File: src/rtl/multicycle_addsub.sv
// Chunk-serial adder/subtractor: CHUNK bits per cycle over WIDTH/CHUNK cycles.
// Results load into out/co/ovf on the edge entering DONE and hold until the next one.
module multicycle_addsub #(
  parameter int WIDTH = 16,
  parameter int CHUNK = 4
) (
  input  logic             clk,
  input  logic             rst,
  input  logic             start,
  input  logic             sub,
  input  logic [WIDTH-1:0] in1,
  input  logic [WIDTH-1:0] in2,
  input  logic             cin,
  output logic             busy,
  output logic             done,
  output logic [WIDTH-1:0] out,
  output logic             co,
  output logic             ovf
);

  localparam int CW = (CHUNK < 1) ? 1 : CHUNK;
  localparam int N  = WIDTH / CW;
  localparam int KW = (N > 1) ? $clog2(N) : 1;
  localparam logic [KW-1:0] KLAST = KW'(N - 1);

  generate
    if (CHUNK < 1 || (WIDTH % CW) != 0) begin : g_bad_chunk
      $error("multicycle_addsub: CHUNK must be >= 1 and divide WIDTH");
    end
  endgenerate

  typedef enum logic [1:0] {
    IDLE,
    RUN,
    DONE
  } state_t;

  state_t           state;
  logic [WIDTH-1:0] a;
  logic [WIDTH-1:0] b;
  logic [WIDTH-1:0] acc;
  logic             carry;
  logic [KW-1:0]    k;

  logic [CW:0]      csum;
  logic [WIDTH-1:0] acc_nx;
  logic             msb_ovf;

  // Operands shift right each cycle so the active chunk is always the low one;
  // chunk sums shift in from the top so acc is aligned after the last chunk.
  always_comb begin
    csum = {1'b0, a[CW-1:0]}
         + {1'b0, b[CW-1:0]}
         + {{CW{1'b0}}, carry};
    acc_nx = (acc >> CW)
           | (WIDTH'(csum[CW-1:0]) << (WIDTH - CW));
    msb_ovf = (a[CW-1] == b[CW-1])
           && (csum[CW-1] != a[CW-1]);
  end

  always_ff @(posedge clk) begin
    if (rst) begin
      state <= IDLE;
      busy  <= 1'b0;
      done  <= 1'b0;
      out   <= '0;
      co    <= 1'b0;
      ovf   <= 1'b0;
      a     <= '0;
      b     <= '0;
      acc   <= '0;
      carry <= 1'b0;
      k     <= '0;
    end else begin
      unique case (state)
        IDLE, DONE: begin
          done <= 1'b0;
          if (start) begin
            a     <= in1;
            b     <= sub ? ~in2 : in2;
            carry <= cin ^ sub;
            acc   <= '0;
            k     <= '0;
            busy  <= 1'b1;
            state <= RUN;
          end else begin
            busy  <= 1'b0;
            state <= IDLE;
          end
        end
        RUN: begin
          a     <= a >> CW;
          b     <= b >> CW;
          acc   <= acc_nx;
          carry <= csum[CW];
          k     <= k + 1'b1;
          if (k == KLAST) begin
            out   <= acc_nx;
            co    <= csum[CW];
            ovf   <= msb_ovf;
            busy  <= 1'b0;
            done  <= 1'b1;
            state <= DONE;
          end
        end
        default: begin
          busy  <= 1'b0;
          done  <= 1'b0;
          state <= IDLE;
        end
      endcase
    end
  end

endmodule

File: config.mk
export PLATFORM = sky130hd
export DESIGN_NAME = multicycle_addsub
export DESIGN_NICKNAME = d
export VERILOG_FILES = /design/src/rtl/multicycle_addsub.sv
export SDC_FILE = /design/constraint.sdc
export NUM_CORES = 1
export LEC_CHECK = 0
export CAP_MARGIN = 20
export CELL_PAD_IN_SITES_DETAIL_PLACEMENT = 2
export CELL_PAD_IN_SITES_GLOBAL_PLACEMENT = 2
export CORE_UTILIZATION = 37
export DETAILED_ROUTE_END_ITERATION = 7
export DONT_BUFFER_PORTS = 1
export PLACE_DENSITY = 0.84
export SLEW_MARGIN = 20
export SYNTH_ARGS = -nofsm -noshare
export SYNTH_HDL_FRONTEND = slang
export SYNTH_SLANG_ARGS = --single-unit
File: constraint.sdc
create_clock -name clk -period 2.61 [get_ports clk]
set_clock_uncertainty 0.1 [all_clocks]
set_input_delay 0.261 -clock clk [delete_from_list [all_inputs] [get_ports clk]]
set_output_delay 0.261 -clock clk [all_outputs]
set_load 0.01 [all_outputs]
==> results of run 1 <==
registers in the layout, summed over array words and instances (netlist names):
register and flops:
carry 1, k 2, co 1, acc 12, out 16, a 16
b 16, ovf 1, done 1, state 2
path summary, 6_finish.rpt:
kind	startpoint	end	slack, ns	cells past startpoint
worst min-delay path	in1[8]	a[8]$_SDFFE_PP0P_	0.03	2
worst max-delay path	state[0]$_SDFFE_PP0P_	a[4]$_SDFFE_PP0P_	0.15	6
worst min register to register	b[4]$_SDFFE_PP0P_	b[4]$_SDFFE_PP0P_	0.36	2
worst max register to register	state[0]$_SDFFE_PP0P_	a[4]$_SDFFE_PP0P_	0.15	6
kinds of logic after synthesis:
logic type | Yosys count | share of synthesized area (%)
compound gates | 93 | 21.2
xor+xnor | 18 | 5.69
fa+ha+maj | 6 | 3.25
buf+inv | 26 | 4.69
flops | 68 | 49.1
simple gates | 103 | 16.1
cell usage after synthesis, drive strengths merged (2+ instances only):
library cell and number:
dfxtp 68, nand2 55, a22oi 44, a21oi 43, nor2 29, xor2 18, buf 15, clkbuf 11
ha 4, nand3 4, nand2b 3, nor3 3, a21o 2, fa 2, nor3b 2
per-stage QoR:
stage | worst slack (ns) | instance area (um2) | hold WS (ns)
after floorplan | 0.745 | 2770 | 0.322
after global placement | 0.552 | 2800 | 0.236
after detailed placement | 0.461 | 2800 | 0.237
after CTS | 0.166 | 3090 | 0.000713
after global routing | 0.0390 | 3090 | 0.0141
final | 0.150 | 3090 | 0.0252
power groups by stage:
stage	Clock [mW]	Sequential [mW]	Combinational (mW)
3_3_place_gp	0	1.14	0.192
6_report	0.908	1.12	0.229
2_1_floorplan	0	1.13	0.178
4_1_cts	0.942	1.12	0.232
3_5_place_dp	0	1.14	0.201
5_1_grt	0.981	1.12	0.258
repair_timing:
item                                   CTS  global route
hold buffers                             6             0
setup endpoints to repair                0             0
buffers inserted                         0             0
endpoints found under the hold margin   67             0
routing by layer:
layer / global-route usage, % / vias up / routed length, um
li1: - / 1074 / -
met1: 22.1 / 1110 / 2960
met2: 36.7 / 48 / 3910
met3: 7.65 / 4 / 387
met4: 7.18 / 0 / 71
met5: 0 / - / 0
cell type report:
class	count	area share [%]
clock buffer	13	5.46
clock inverter	3	1.42
multi-input combinational	220	41.5
sequential	68	44.0
tap	99	4.00
timing repair buffer	9	3.64
critical path: stages, from the launching register on:
cell,delay [ns]
dfxtp_1,0.38
and2b_1,0.40
nor2_4,0.51
buf_12,0.25
nand2_1,0.08
a21oi_1,0.13
dlygate4sd3_1,0.55
==> out/summary.txt, run 1 <==
Synth top area share: 49.1%
Period minus WS final: 2.46 ns
Sequential element share of the synthesized area: 49.1%
VDD IR max: 0.375 mV
Share of cells above drive strength 1: 7.03%
CTS tree: yes
Post-CTS sizing: 0
Core Util, Final: 42.7%
Most frequent cells in the layout: dfxtp_1, nand2_1, a22oi_1, a21oi_1, nor2_1
CP required: 2.79 ns
Clk root buf: clkbuf_8
Fillers: 822
Drt first pass iters: 4
Max-cap violations: 0
Synth warn: 0
Combinational cell fraction of total power: 10.1%
Leakage power: 1.14 nW
Diode count: 0
Sw Share: 24.9%
Setup violators final: 0
Async S/R FF share, synth: 0%
EDFF count, synth: 0
Initial Util: 38.2%
Core footprint: 0.00725 mm2
Synth Cell Area: 0.00277 mm2
Synth cell types: 31
Layout area overhead: 11.6%
Post-Synthesis Cells: 314
Ports: 57
Die W: 88.6 um
Clk slew on worst S/H paths: 0.07 ns
Status: finished clean
WL per Instance: 17.8 um
Crit start category: register
Die H: 88.6 um
Ys flop type: dfxtp_1
Vias in the first global route: 2425
Clock power frac: 40.3%
Sequential power share: 49.6%
Crit end category: register
Vias per Instance: 5.43
Initial antenna violation count: 0
Commonest non-fill, non-tap cell in the layout: dfxtp_1
Std-Cell Rows: 31
Largest area contributor in the netlist: dfxtp_1
Psw: 560 uW
Largest net degree at the start of global routing: 68
Die Area: 0.00784 mm2
Drt total wl: 7330 um
Number of H-tree levels: 3
Port-buffer cells: 0
DP Wirelength: 4690 um
Main area contributors after synthesis: dfxtp_1, a22oi_1, a21oi_1
Footprint of the multi-input gates: 0.00128 mm2
RSZ-0062 raised after global routing: no
Max Slew Vio Count: 0
Register Area: 0.00136 mm2
Vias after detailed routing: 2236
Hold WC Path Type: in2reg
Global-route wire length before repair: 11800 um
Tcrit/Tclk final: 94.3%
CTS buffer count: 9
Internal power: 1.69 mW
Mapped Nets: 357
Overflow after GRT: 0
Dpl cells: 390
Mean Syn Cell Area: 8.83 um2
Pwr dens: 728 mW/mm2
Finished Layout Cells: 412
Routed Antenna Nets: 0
WP data arrival: 2.64 ns
Drt initial violations: 74
CP max FO: 30
Clock Sink Count: 68
Max Freq: 0.406 GHz
Crit Path Category: reg2reg
Overall global routing resource usage: 20.5%
Least-Margin Pin Slew: 0.657 ns
Fin nets: 351
Seq cells post-synth: 68
Clk Latency, worst-skew pair: 0.33 ns
Final Hold Fails: 0
Final GP Congestion: 0.698
Relative slew slack: 56.2%
Setup TNS: 0 ns
Post-route DRC: 0
Final Power: 2.25 mW
Clock tree buffer depth: 2
Note: power is estimated with default switching activity, not from simulation.
==> inputs of run 2 (changes only) <==
- BUFFER_PORTS_ARGS: not set -> -buffer_cell sky130_fd_sc_hd__buf_2
- CORE_UTILIZATION: 37 -> 32
- CTS_CLUSTER_SIZE: not set -> 12
- DONT_BUFFER_PORTS: 1 -> not set
- GPL_TIMING_DRIVEN: not set -> 0
==> out/summary.txt, run 2 (synthesized netlist as in run 1, its figures left out) <==
Crit Path Category: reg2reg
Vias per Instance: 5.10 (-6.0%)
Vias after detailed routing: 2495 (+12%)
Layout area overhead: 23.5%
Max Slew Vio Count: 0 (unchanged)
Fillers: 956 (+16%)
Fin nets: 422 (+20%)
WL per Instance: 16.3 um (-8.4%)
Pwr dens: 719 mW/mm2 (-1.2%)
Routed Antenna Nets: 0 (unchanged)
CP max FO: 2 (-93%)
VDD IR max: 0.265 mV (-29%)
Least-Margin Pin Slew: 0.634 ns (-0.0225 ns)
Status: finished clean
Hold_buf cts: 0 (-6)
Crit end category: register
Port-buffer cells: 54 (+54)
Setup bufs post-CTS: 0 (unchanged)
RSZ-0062 raised after global routing: no
Initial Util: 33.4% (-4.8 points)
Final Cell Area: 0.00342 mm2 (+11%)
Post-route DRC: 0 (unchanged)
WP data arrival: 2.16 ns (-0.48 ns)
Relative slew slack: 57.7% (+1.5 points)
Die W: 95.1 um (+7.4%)
Die H: 95.1 um (+7.4%)
Diode count: 0 (unchanged)
Tcrit/Tclk final: 78.3% (-16 points)
Drt first pass iters: 4 (unchanged)
Drt initial violations: 59 (-20%)
Commonest non-fill, non-tap cell in the layout: dfxtp_1
Post-CTS sizing: 0 (unchanged)
Core Util, Final: 41.2% (-1.4 points)
Most frequent cells in the layout: dfxtp_1, buf_2, nand2_1, a22oi_1, a21oi_1
Leakage power: 1.42 nW (+24%)
CTS buffer count: 9 (unchanged)
Global-route wire length before repair: 13000 um (+11%)
Final Hold Fails: 0 (unchanged)
Hold WC Path Type: in2reg
Largest net degree at the start of global routing: 13 (-81%)
Setup violators final: 0 (unchanged)
Placed Area: 0.00317 mm2 (+13%)
Std-Cell Rows: 33 (+6.5%)
Max-cap violations: 0 (unchanged)
Crit start category: register
Number of H-tree levels: 3 (unchanged)
Clk root buf: clkbuf_8
Clock tree buffer depth: 2 (unchanged)
Overall global routing resource usage: 19.3% (-1.1 points)
CP required: 2.72 ns (-0.07 ns)
Setup TNS: 0 ns (unchanged)
Clk Latency, worst-skew pair: 0.35 ns (+0.02 ns)
Drt total wl: 7970 um (+8.8%)
Vias in the first global route: 2653 (+9.4%)
Share of cells above drive strength 1: 22.4% (+15 points)
Clock Sink Count: 68 (unchanged)
Period minus WS final: 2.04 ns (-0.417 ns)
CTS tree: yes
Overflow after GRT: 0 (unchanged)
DP Wirelength: 5560 um (+19%)
Max Freq: 0.489 GHz (+20%)
Clk slew on worst S/H paths: 0.07 ns (about the same)
Ports: 57 (unchanged)
Top flop regs: a (16), b (16), out (16)
Initial antenna violation count: 0 (unchanged)
Reg2reg setup slack: 0.57 ns (+0.42 ns)
Core footprint: 0.00830 mm2 (+14%)
Final GP Congestion: 0.750 (+7.3%)
Die Area: 0.00904 mm2 (+15%)
run 2: cell count changes in the layout (fill, tap and decap cells not counted), sizes merged:
cell | previous run | this run
dlygate4sd3 | 5 | 0
clkbuf | 13 | 21
clkinvlp | 0 | 1
buf | 4 | 69
bufinv | 1 | 3
run 2: layout make-up:
type | instances | area [um2] | share of cell area [%]
buffer | 26 | 130 | 3.80
clock buffer | 10 | 138 | 4.02
clock inverter | 6 | 111 | 3.25
multi-input combinational | 220 | 1280 | 37.4
sequential | 68 | 1360 | 39.8
tap | 105 | 131 | 3.84
timing repair buffer | 54 | 270 | 7.89
run 2: metal layers:
layer | routed length [um] | vias to the layer above | GRT usage (%)
li1 | - | 1217 | -
met1 | 3500 | 1217 | 22.0
met2 | 4090 | 53 | 34.8
met3 | 274 | 8 | 5.34
met4 | 104 | 0 | 6.06
met5 | 0 | - | 0
run 2: final timing paths:
| check | start | cells after the start | to |
|---|---|---|---|
| setup reg to reg | a[0]$_SDFFE_PP0P_ | 6 | carry$_SDFFE_PP0P_ |
| hold reg to reg | out[10]$_SDFFE_PP0P_ | 2 | out[10]$_SDFFE_PP0P_ |
| hold / removal | in1[13] | 3 | a[13]$_SDFFE_PP0P_ |
| setup / recovery | a[0]$_SDFFE_PP0P_ | 6 | carry$_SDFFE_PP0P_ |
run 2: where the power goes:
part,switching [mW],internal [mW]
Clock,0.417,0.660
Combinational,0.166,0.105
Sequential,0.0322,1.08
Total,0.615,1.85
run 2: stage by stage:
stage | hold slack (ns) | cells | worst slack (ns) | power (mW)
3_5_place_dp | 0.350 | 473 | 0.581 | 1.40
4_1_cts | 0.0616 | 489 | 0.572 | 2.49
6_report | 0.0702 | 489 | 0.566 | 2.46
3_3_place_gp | 0.341 | 473 | 0.623 | 1.39
5_1_grt | 0.0912 | 489 | 0.494 | 2.57
2_1_floorplan | 0.322 | 314 | 0.745 | 1.31
run 2: critical path: stages (launching register included):
cell,delay (ns)
dfxtp_1,0.34
fa_1,0.46
fa_1,0.42
a21o_1,0.19
a21oi_1,0.20
nand2b_1,0.13
a21oi_1,0.06
